## src/rtl/pwm_duty_ctrl_if.sv

```systemverilog
// Button-to-duty control bus: raw buttons in, duty value and debounced levels out.
// Latency: none, this is wiring only.
// Backpressure: none, the duty value is a level that the PWM stage samples every cycle.
interface pwm_duty_ctrl_if;
    logic       btn_up;
    logic       btn_dn;
    logic [7:0] duty;
    logic       duty_valid;
    logic       up_stable;
    logic       dn_stable;

    // Drives the buttons and observes the duty value (board side or bench).
    modport master (
        output btn_up,
        output btn_dn,
        input  duty,
        input  duty_valid,
        input  up_stable,
        input  dn_stable
    );

    // The control block itself.
    modport slave (
        input  btn_up,
        input  btn_dn,
        output duty,
        output duty_valid,
        output up_stable,
        output dn_stable
    );
endinterface

```

## src/rtl/pwm_duty_ctrl.sv

```systemverilog
// Purpose: turns two raw active-low up/down push-buttons into a saturating 8-bit PWM duty value.
// Latency: a held raw edge reaches duty/duty_valid DEBOUNCE_CYCLES+3 clock edges after it is first sampled.
// Backpressure: none; duty is a level and duty_valid pulses for one cycle whenever duty changes.
// Build option: define AUTOREPEAT_EN to add hold-to-repeat (REPEAT_DELAY, then a step every REPEAT_PERIOD).
module pwm_duty_ctrl #(
    parameter int unsigned DEBOUNCE_CYCLES = 120000,
    parameter int unsigned REPEAT_DELAY    = 6000000,
    parameter int unsigned REPEAT_PERIOD   = 600000,
    parameter int unsigned STEP            = 1,
    parameter logic [7:0]  DUTY_INIT       = 8'h00
) (
    input  logic           clk,
    input  logic           rst_n,
    pwm_duty_ctrl_if.slave bus
);

    // Debounce counter only needs to reach DEBOUNCE_CYCLES-1.
    localparam int DB_W = (DEBOUNCE_CYCLES > 1) ? $clog2(DEBOUNCE_CYCLES) : 1;
    localparam logic [DB_W-1:0] DB_LAST = DB_W'(DEBOUNCE_CYCLES - 1);
    localparam logic [8:0]      STEP9   = 9'(STEP);

    // A zero-length timing parameter or a step outside 1..255 would make the
    // arithmetic or the timers meaningless; such an instance holds its duty value.
    localparam bit CFG_OK = (STEP >= 1) && (STEP <= 255) && (DEBOUNCE_CYCLES >= 1) &&
                            (REPEAT_DELAY >= 1) && (REPEAT_PERIOD >= 1);

`ifdef AUTOREPEAT_EN
    localparam logic [31:0] DELAY_LAST  = 32'(REPEAT_DELAY - 1);
    localparam logic [31:0] PERIOD_LAST = 32'(REPEAT_PERIOD - 1);

    typedef enum logic [1:0] {
        IDLE   = 2'd0,
        DELAY  = 2'd1,
        REPEAT = 2'd2,
        LOCK   = 2'd3
    } state_t;
`else
    typedef enum logic [1:0] {
        IDLE = 2'd0,
        HELD = 2'd1,
        LOCK = 2'd2
    } state_t;
`endif

    // Index 0 is the up button, index 1 the down button; all levels active low.
    logic [1:0]      raw;
    logic [1:0]      sync1;
    logic [1:0]      sync2;
    logic [1:0]      stable;
    logic [DB_W-1:0] db_cnt [2];

    logic            up_pressed;
    logic            dn_pressed;
    logic            held_pressed;

    state_t          state;
    state_t          state_nxt;
    logic            held_up;
    logic            held_up_nxt;
    logic            step_req;
    logic            step_up;

    logic [7:0]      duty;
    logic [7:0]      duty_nxt;
    logic            duty_valid;
    logic [8:0]      sum;
    logic [8:0]      diff;

`ifdef AUTOREPEAT_EN
    logic [31:0]     rep_cnt;
    logic [31:0]     rep_cnt_nxt;
`endif

    assign raw = {bus.btn_dn, bus.btn_up};

    // Two-flop synchroniser per button; reset parks both at the released level.
    always_ff @(posedge clk) begin
        if (!rst_n) begin
            sync1 <= 2'b11;
            sync2 <= 2'b11;
        end else begin
            sync1 <= raw;
            sync2 <= sync1;
        end
    end

    // Debounce: a new level is accepted only after DEBOUNCE_CYCLES consecutive
    // disagreeing samples; any agreeing sample restarts the count.
    always_ff @(posedge clk) begin
        if (!rst_n) begin
            stable <= 2'b11;
            for (int i = 0; i < 2; i++) begin
                db_cnt[i] <= '0;
            end
        end else begin
            for (int i = 0; i < 2; i++) begin
                if (sync2[i] == stable[i]) begin
                    db_cnt[i] <= '0;
                end else if (db_cnt[i] == DB_LAST) begin
                    stable[i] <= sync2[i];
                    db_cnt[i] <= '0;
                end else begin
                    db_cnt[i] <= db_cnt[i] + DB_W'(1);
                end
            end
        end
    end

    assign up_pressed   = ~stable[0];
    assign dn_pressed   = ~stable[1];
    assign held_pressed = held_up ? up_pressed : dn_pressed;

    // FSM state, held direction and repeat timer registers.
    always_ff @(posedge clk) begin
        if (!rst_n) begin
            state   <= IDLE;
            held_up <= 1'b1;
`ifdef AUTOREPEAT_EN
            rep_cnt <= '0;
`endif
        end else begin
            state   <= state_nxt;
            held_up <= held_up_nxt;
`ifdef AUTOREPEAT_EN
            rep_cnt <= rep_cnt_nxt;
`endif
        end
    end

    // Next-state and step request. IDLE is only ever entered with the pressed
    // button(s) released, so a pressed level seen in IDLE is the 1->0 press
    // event itself; two pressed levels there means a simultaneous press.
    always_comb begin
        state_nxt   = state;
        held_up_nxt = held_up;
        step_req    = 1'b0;
        step_up     = held_up;
`ifdef AUTOREPEAT_EN
        rep_cnt_nxt = rep_cnt;
`endif
        case (state)
            IDLE: begin
                if (up_pressed && dn_pressed) begin
                    state_nxt = LOCK;
                end else if (up_pressed || dn_pressed) begin
`ifdef AUTOREPEAT_EN
                    state_nxt   = DELAY;
                    rep_cnt_nxt = '0;
`else
                    state_nxt   = HELD;
`endif
                    held_up_nxt = up_pressed;
                    step_req    = 1'b1;
                    step_up     = up_pressed;
                end
            end
`ifdef AUTOREPEAT_EN
            DELAY: begin
                if (up_pressed && dn_pressed) begin
                    state_nxt = LOCK;
                end else if (!held_pressed) begin
                    state_nxt = IDLE;
                end else if (rep_cnt == DELAY_LAST) begin
                    state_nxt   = REPEAT;
                    rep_cnt_nxt = '0;
                    step_req    = 1'b1;
                end else begin
                    rep_cnt_nxt = rep_cnt + 32'd1;
                end
            end
            REPEAT: begin
                // Saturation is handled by the arithmetic; the state keeps repeating.
                if (up_pressed && dn_pressed) begin
                    state_nxt = LOCK;
                end else if (!held_pressed) begin
                    state_nxt = IDLE;
                end else if (rep_cnt == PERIOD_LAST) begin
                    rep_cnt_nxt = '0;
                    step_req    = 1'b1;
                end else begin
                    rep_cnt_nxt = rep_cnt + 32'd1;
                end
            end
`else
            HELD: begin
                if (up_pressed && dn_pressed) begin
                    state_nxt = LOCK;
                end else if (!held_pressed) begin
                    state_nxt = IDLE;
                end
            end
`endif
            LOCK: begin
                // Leave only once both buttons are released, so a half-released
                // pair can never produce a step.
                if (!up_pressed && !dn_pressed) begin
                    state_nxt = IDLE;
                end
            end
            default: begin
                state_nxt = IDLE;
            end
        endcase
    end

    // Saturating step: the 9th bit flags overflow on up and borrow on down.
    always_comb begin
        sum      = {1'b0, duty} + STEP9;
        diff     = {1'b0, duty} - STEP9;
        duty_nxt = duty;
        if (step_req && CFG_OK) begin
            if (step_up) begin
                duty_nxt = sum[8] ? 8'hFF : sum[7:0];
            end else begin
                duty_nxt = diff[8] ? 8'h00 : diff[7:0];
            end
        end
    end

    // Duty register; the valid pulse marks a real change, so steps at a limit are silent.
    always_ff @(posedge clk) begin
        if (!rst_n) begin
            duty       <= DUTY_INIT;
            duty_valid <= 1'b0;
        end else begin
            duty       <= duty_nxt;
            duty_valid <= (duty_nxt != duty);
        end
    end

    assign bus.duty       = duty;
    assign bus.duty_valid = duty_valid;
    assign bus.up_stable  = stable[0];
    assign bus.dn_stable  = stable[1];

endmodule

```

## src/flat_wrapper.sv

```systemverilog
// flat-port wrapper written by rule: the top's interface ports become plain ports
module pwm_duty_ctrl_flat 
#(
    parameter int unsigned DEBOUNCE_CYCLES = 120000,
    parameter int unsigned REPEAT_DELAY    = 6000000,
    parameter int unsigned REPEAT_PERIOD   = 600000,
    parameter int unsigned STEP            = 1,
    parameter logic [7:0]  DUTY_INIT       = 8'h00
)
  (clk, rst_n, bus_btn_up, bus_btn_dn, bus_duty, bus_duty_valid, bus_up_stable, bus_dn_stable);
  pwm_duty_ctrl_if bus_i ();
  input  logic clk;
  input  logic rst_n;
  input wire logic [$bits(bus_i.btn_up)-1:0] bus_btn_up;
  input wire logic [$bits(bus_i.btn_dn)-1:0] bus_btn_dn;
  output wire logic [$bits(bus_i.duty)-1:0] bus_duty;
  output wire logic [$bits(bus_i.duty_valid)-1:0] bus_duty_valid;
  output wire logic [$bits(bus_i.up_stable)-1:0] bus_up_stable;
  output wire logic [$bits(bus_i.dn_stable)-1:0] bus_dn_stable;
  assign bus_i.btn_up = bus_btn_up;
  assign bus_i.btn_dn = bus_btn_dn;
  assign bus_duty = bus_i.duty;
  assign bus_duty_valid = bus_i.duty_valid;
  assign bus_up_stable = bus_i.up_stable;
  assign bus_dn_stable = bus_i.dn_stable;
  pwm_duty_ctrl #(.DEBOUNCE_CYCLES(DEBOUNCE_CYCLES), .REPEAT_DELAY(REPEAT_DELAY), .REPEAT_PERIOD(REPEAT_PERIOD), .STEP(STEP), .DUTY_INIT(DUTY_INIT)) u_core (.clk(clk), .rst_n(rst_n), .bus(bus_i));
endmodule
```

## config.mk

```make
export PLATFORM = sky130hd
export DESIGN_NAME = pwm_duty_ctrl_flat
export DESIGN_NICKNAME = d
export VERILOG_FILES = /design/src/rtl/pwm_duty_ctrl_if.sv /design/src/rtl/pwm_duty_ctrl.sv /design/src/flat_wrapper.sv
export SDC_FILE = /design/constraint.sdc
export NUM_CORES = 1
export LEC_CHECK = 0
export CORE_UTILIZATION = 54
export DETAILED_ROUTE_END_ITERATION = 6
export GPL_TIMING_DRIVEN = 0
export PLACE_DENSITY = 0.76
export REMOVE_ABC_BUFFERS = 1
export SLEW_MARGIN = 20
export SYNTH_ARGS = -nofsm -noshare
export SYNTH_HDL_FRONTEND = slang
export SYNTH_SLANG_ARGS = --single-unit
```

## constraint.sdc

```tcl
create_clock -name clk -period 2.2 [get_ports clk]
set_clock_uncertainty 0.05 [all_clocks]
set_input_delay 0.33 -clock clk [delete_from_list [all_inputs] [get_ports clk]]
set_output_delay 0.33 -clock clk [all_outputs]
set_load 0.02 [all_outputs]
```

==> results by group <==
Outcome
  • Outcome: finished, final reports clean

Worst setup path
  • Kind of end point of the critical path: register
  • WP data arrival: 2.38 ns
  • Logic depth of the worst register-to-register path: 8
  • Crit Path Class: register to register
  • Startpoint type of the worst setup path: register
  • Peak fanout along the critical path: 6
  • R2r endpoint: u_core.bus.duty[5]$_SDFF_PN0_
  • RR Startpoint: u_core.stable[1]$_SDFFE_PN1P_
  • Data required time of the critical path: 2.40 ns
  • Reg-to-reg setup timing slack: 0.02 ns

Global routing
  • Wire length of the first global-routing pass: approximately 10 mm
  • Maximum number of pins on one net before global-route repair: 18
  • Total grt overflow: 0
  • Total GRT Usage: 21.29%
  • Via count of the first global-routing pass: 2222
  • Antenna violations before repair: 0

STA
  • Highest Clock Rate: 458.5 MHz
  • Final setup vio count: 0
  • Total negative slack for setup checks: 0 ns
  • Relative slew slack: between 60 and 70%
  • Number of endpoints with negative hold slack in the final report: 0
  • Shortest period the worst path allows: 2.181 ns
  • Post-route clock period utilization: 99.14%
  • Slew Viols, Final: 0
  • Setup repair after global routing missed its margin: true
  • Slew of the pin with the lowest slew margin: 0.5598 ns

Final layout
  • Final standard cell utilization of the core: 71.06%
  • Design Area, Final: between 0.003 and 0.004 mm2
  • Number of antenna cells inserted: 0
  • Nets: 392
  • # fillers: 400
  • Final std cells w/o fill: 452
  • Commonest cells after routing, fill and taps aside: nor2_1 (48), edfxtp_1 (34), conb_1 (34)
  • Layout cell share with drive strength beyond 1: approximately 14%
  • Most common cell after layout, fill and taps aside: nor2_1
  • Area growth from synthesis to layout: 24.52%

Synthesis
  • Number of standard cells after synthesis: 320
  • Fraction of the yosys area taken by sequential cells: 46.50%
  • Adder-cell share of the synthesized area: 2.949%
  • Post-synthesis compound-gate area fraction: 12.93%
  • Synth Area in Simple Gates: around a quarter
  • Flop and latch count out of synthesis: between 50 and 60
  • Mapped Avg Cell Area: 9.282 um2
  • Combinational family with the most area after synthesis: simple AND/OR/NAND/NOR gates
  • Proportion of synthesized area in mux cells: 1.053%
  • Synth unique cells: between 50 and 60
  • Post-synthesis instance area: 0.002970 mm2
  • Fraction of registers with async set or reset after synthesis: 0%
  • Post-Synth XOR/XNOR Area: under 10%
  • Commonest register cell after synthesis: edfxtp_1
  • Number of flops mapped to enable cells by yosys: 34
  • Synthesis Warnings: 0

Detailed routing
  • Total iterations of the first detailed-routing run: 4
  • Total number of vias: about 2500
  • Wire length per cell: 13.87 um
  • DRC Markers: 0
  • Avg Vias per Cell: 5.558
  • Number of DRC violations after detailed-routing iteration 0: between 90 and 100
  • Total wire length: 6.271 mm
  • Number of antenna-violating nets in the routed design: 0

Worst hold path
  • Hold_sp: u_core.sync1[0]$_SDFF_PN1_
  • Worst Hold End: u_core.sync2[0]$_SDFF_PN1_
  • Tightest Hold Check Type: register to register
  • Hold path depth: 1

Clock network
  • Clock insertion delay at the later pin of the skew report: 0.31 ns
  • Clock input transition at the sequential cells of the worst setup and hold paths: 0.10 ns
  • Number of levels the H-tree was split into: 2
  • Clock root buffer: clkbuf_8
  • Clock Path Buffers: 2
  • TritonCTS clock tree: yes
  • Number of buffers created by CTS: 5
  • Total number of clock tree sinks: 52
  • Hold buffer count at CTS: 0

Flow run
  • MaxCap Viol Count: 0

Floorplan
  • Width of the chip: 76.17 um
  • Starting density of the core: 57.07%
  • Height of the die: about 76 um
  • Die area: 0.005801 mm2
  • Boundary pin count: 15
  • Site Rows: 26
  • Floorplan core area: 0.005205 mm2

Placement
  • Routability cong.: 0.8083
  • Post-DP Area: about 0.0032 mm2
  • I/O Buffers: 14
  • Number of placed instances, taps included: ~420
  • Total half-perimeter wirelength after legalization and detailed placement: 3.818 mm

Power and ir drop
  • Total power: 1.837 mW
  • Leak: 1.368 nW
  • Power per unit of standard cell area: 496.8 mW/mm2
  • Max VDD drop: 0.3262 mV
[per-layer routing]
layer / wire [um] / global-route usage (%) / up-vias
li1: - / - / 1235
met3: 377 / 3.952 / 10
met2: 3061 / 36.00 / 88
met5: 0 / 0 / -
met1: 2764 / 27.24 / 1179
met4: 68 / 7.692 / 0
[where the power goes]
part / total, mW / internal (mW) / switching, mW
clock: 0.676 / 0.343 / 0.333
combinational: 0.0675 / 0.0275 / 0.0400
sequential: 1.09 / 1.07 / 0.0281
[Yosys cell counts (2+ instances only)]
cell type | n | area (um2)
a211o_1 | 2 | 17.52
a21boi_1 | 2 | 15.01
a21oi_1 | 16 | 80.08
and2_1 | 2 | 12.51
and3_1 | 9 | 56.30
buf_2 | 5 | 25.02
buf_6 | 2 | 22.52
clkbuf_1 | 7 | 26.28
dfxtp_1 | 18 | 360.4
edfxtp_1 | 34 | 1021
ha_1 | 7 | 87.58
inv_1 | 10 | 37.54
mux2i_1 | 2 | 20.02
nand2_1 | 32 | 120.1
nand2b_1 | 5 | 31.28
nand3_1 | 25 | 125.1
nand3b_1 | 2 | 15.01
nand4_1 | 9 | 56.30
nor2_1 | 48 | 180.2
nor3_1 | 3 | 15.01
nor4_1 | 4 | 25.02
o211ai_1 | 3 | 22.52
o21ai_0 | 8 | 40.04
o21ai_1 | 3 | 15.01
o31ai_1 | 2 | 15.01
or3_1 | 4 | 25.02
xnor2_1 | 9 | 78.83
xor2_1 | 19 | 166.4
[timing repair]
item	in CTS	in global routing
cloned	1	1
pin swaps	10	16
resized for setup	26	13
buffers inserted	8	11
endpoints found under the setup margin	39	24
[worst max-delay path, stage by stage (launching register included)]
cell and delay, ns:
dfxtp_4 0.38, ha_4 0.18, or4_4 0.52, buf_6 0.15, o21ai_4 0.24, o31ai_4 0.11, buf_12 0.16, a211o_1 0.22
a21boi_1 0.11
[worst max-delay path by stage]
| stage | from | end | slack (ns) |
|---|---|---|---|
| final | u_core.stable[1]$_SDFFE_PN1P_ | u_core.bus.duty[5]$_SDFF_PN0_ | 0.02 |
| after global routing | u_core.stable[1]$_SDFFE_PN1P_ | u_core.bus.duty_valid$_SDFF_PN0_ | -0.06 |
| after global placement | u_core.stable[0]$_SDFFE_PN1N_ | u_core.bus.duty[7]$_SDFF_PN0_ | -0.39 |
| after CTS | u_core.stable[1]$_SDFFE_PN1P_ | u_core.bus.duty_valid$_SDFF_PN0_ | -0.03 |
| after detailed placement | u_core.stable[0]$_SDFFE_PN1N_ | u_core.bus.duty[7]$_SDFF_PN0_ | -0.47 |
| after floorplan | u_core.stable[0]$_SDFFE_PN1N_ | u_core.bus.duty[7]$_SDFF_PN0_ | -0.28 |
[through the flow]
step,worst slack [ns],hold slack (ns)
after global placement,-0.3907,0.3388
after detailed placement,-0.4743,0.3464
after global routing,-0.06306,0.3784
final,0.01893,0.3739
after CTS,-0.03483,0.3763
after floorplan,-0.2812,0.3363
[sequential cells by signal (all words and copies together), names as in the netlist]
name	cells
u_core.bus.duty_valid	1
u_core.sync1	2
u_core.bus.duty	8
u_core.state	2
u_core.sync2	2
u_core.held_up	1
u_core.stable	2
u_core.db_cnt	34
[final cells by class]
cell class                 count  area (um2)  share of cell area (%)
multi-input combinational    278        1735                   46.92
sequential                    52        1390                   37.58
timing repair buffer          33       326.6                   8.829
tap                           70       87.58                   2.368
clock buffer                   5       68.82                   1.861
clock inverter                 3       46.29                   1.252
inverter                      11       43.79                   1.184
[kinds of logic after synthesis]
logic type | Yosys count
xor+xnor | 28
other cells | 1
flops | 52
simple gates | 150
mux | 3
fa+ha+maj | 7
compound gates | 54
buf+inv | 25
(Power assumes the default switching activity.)
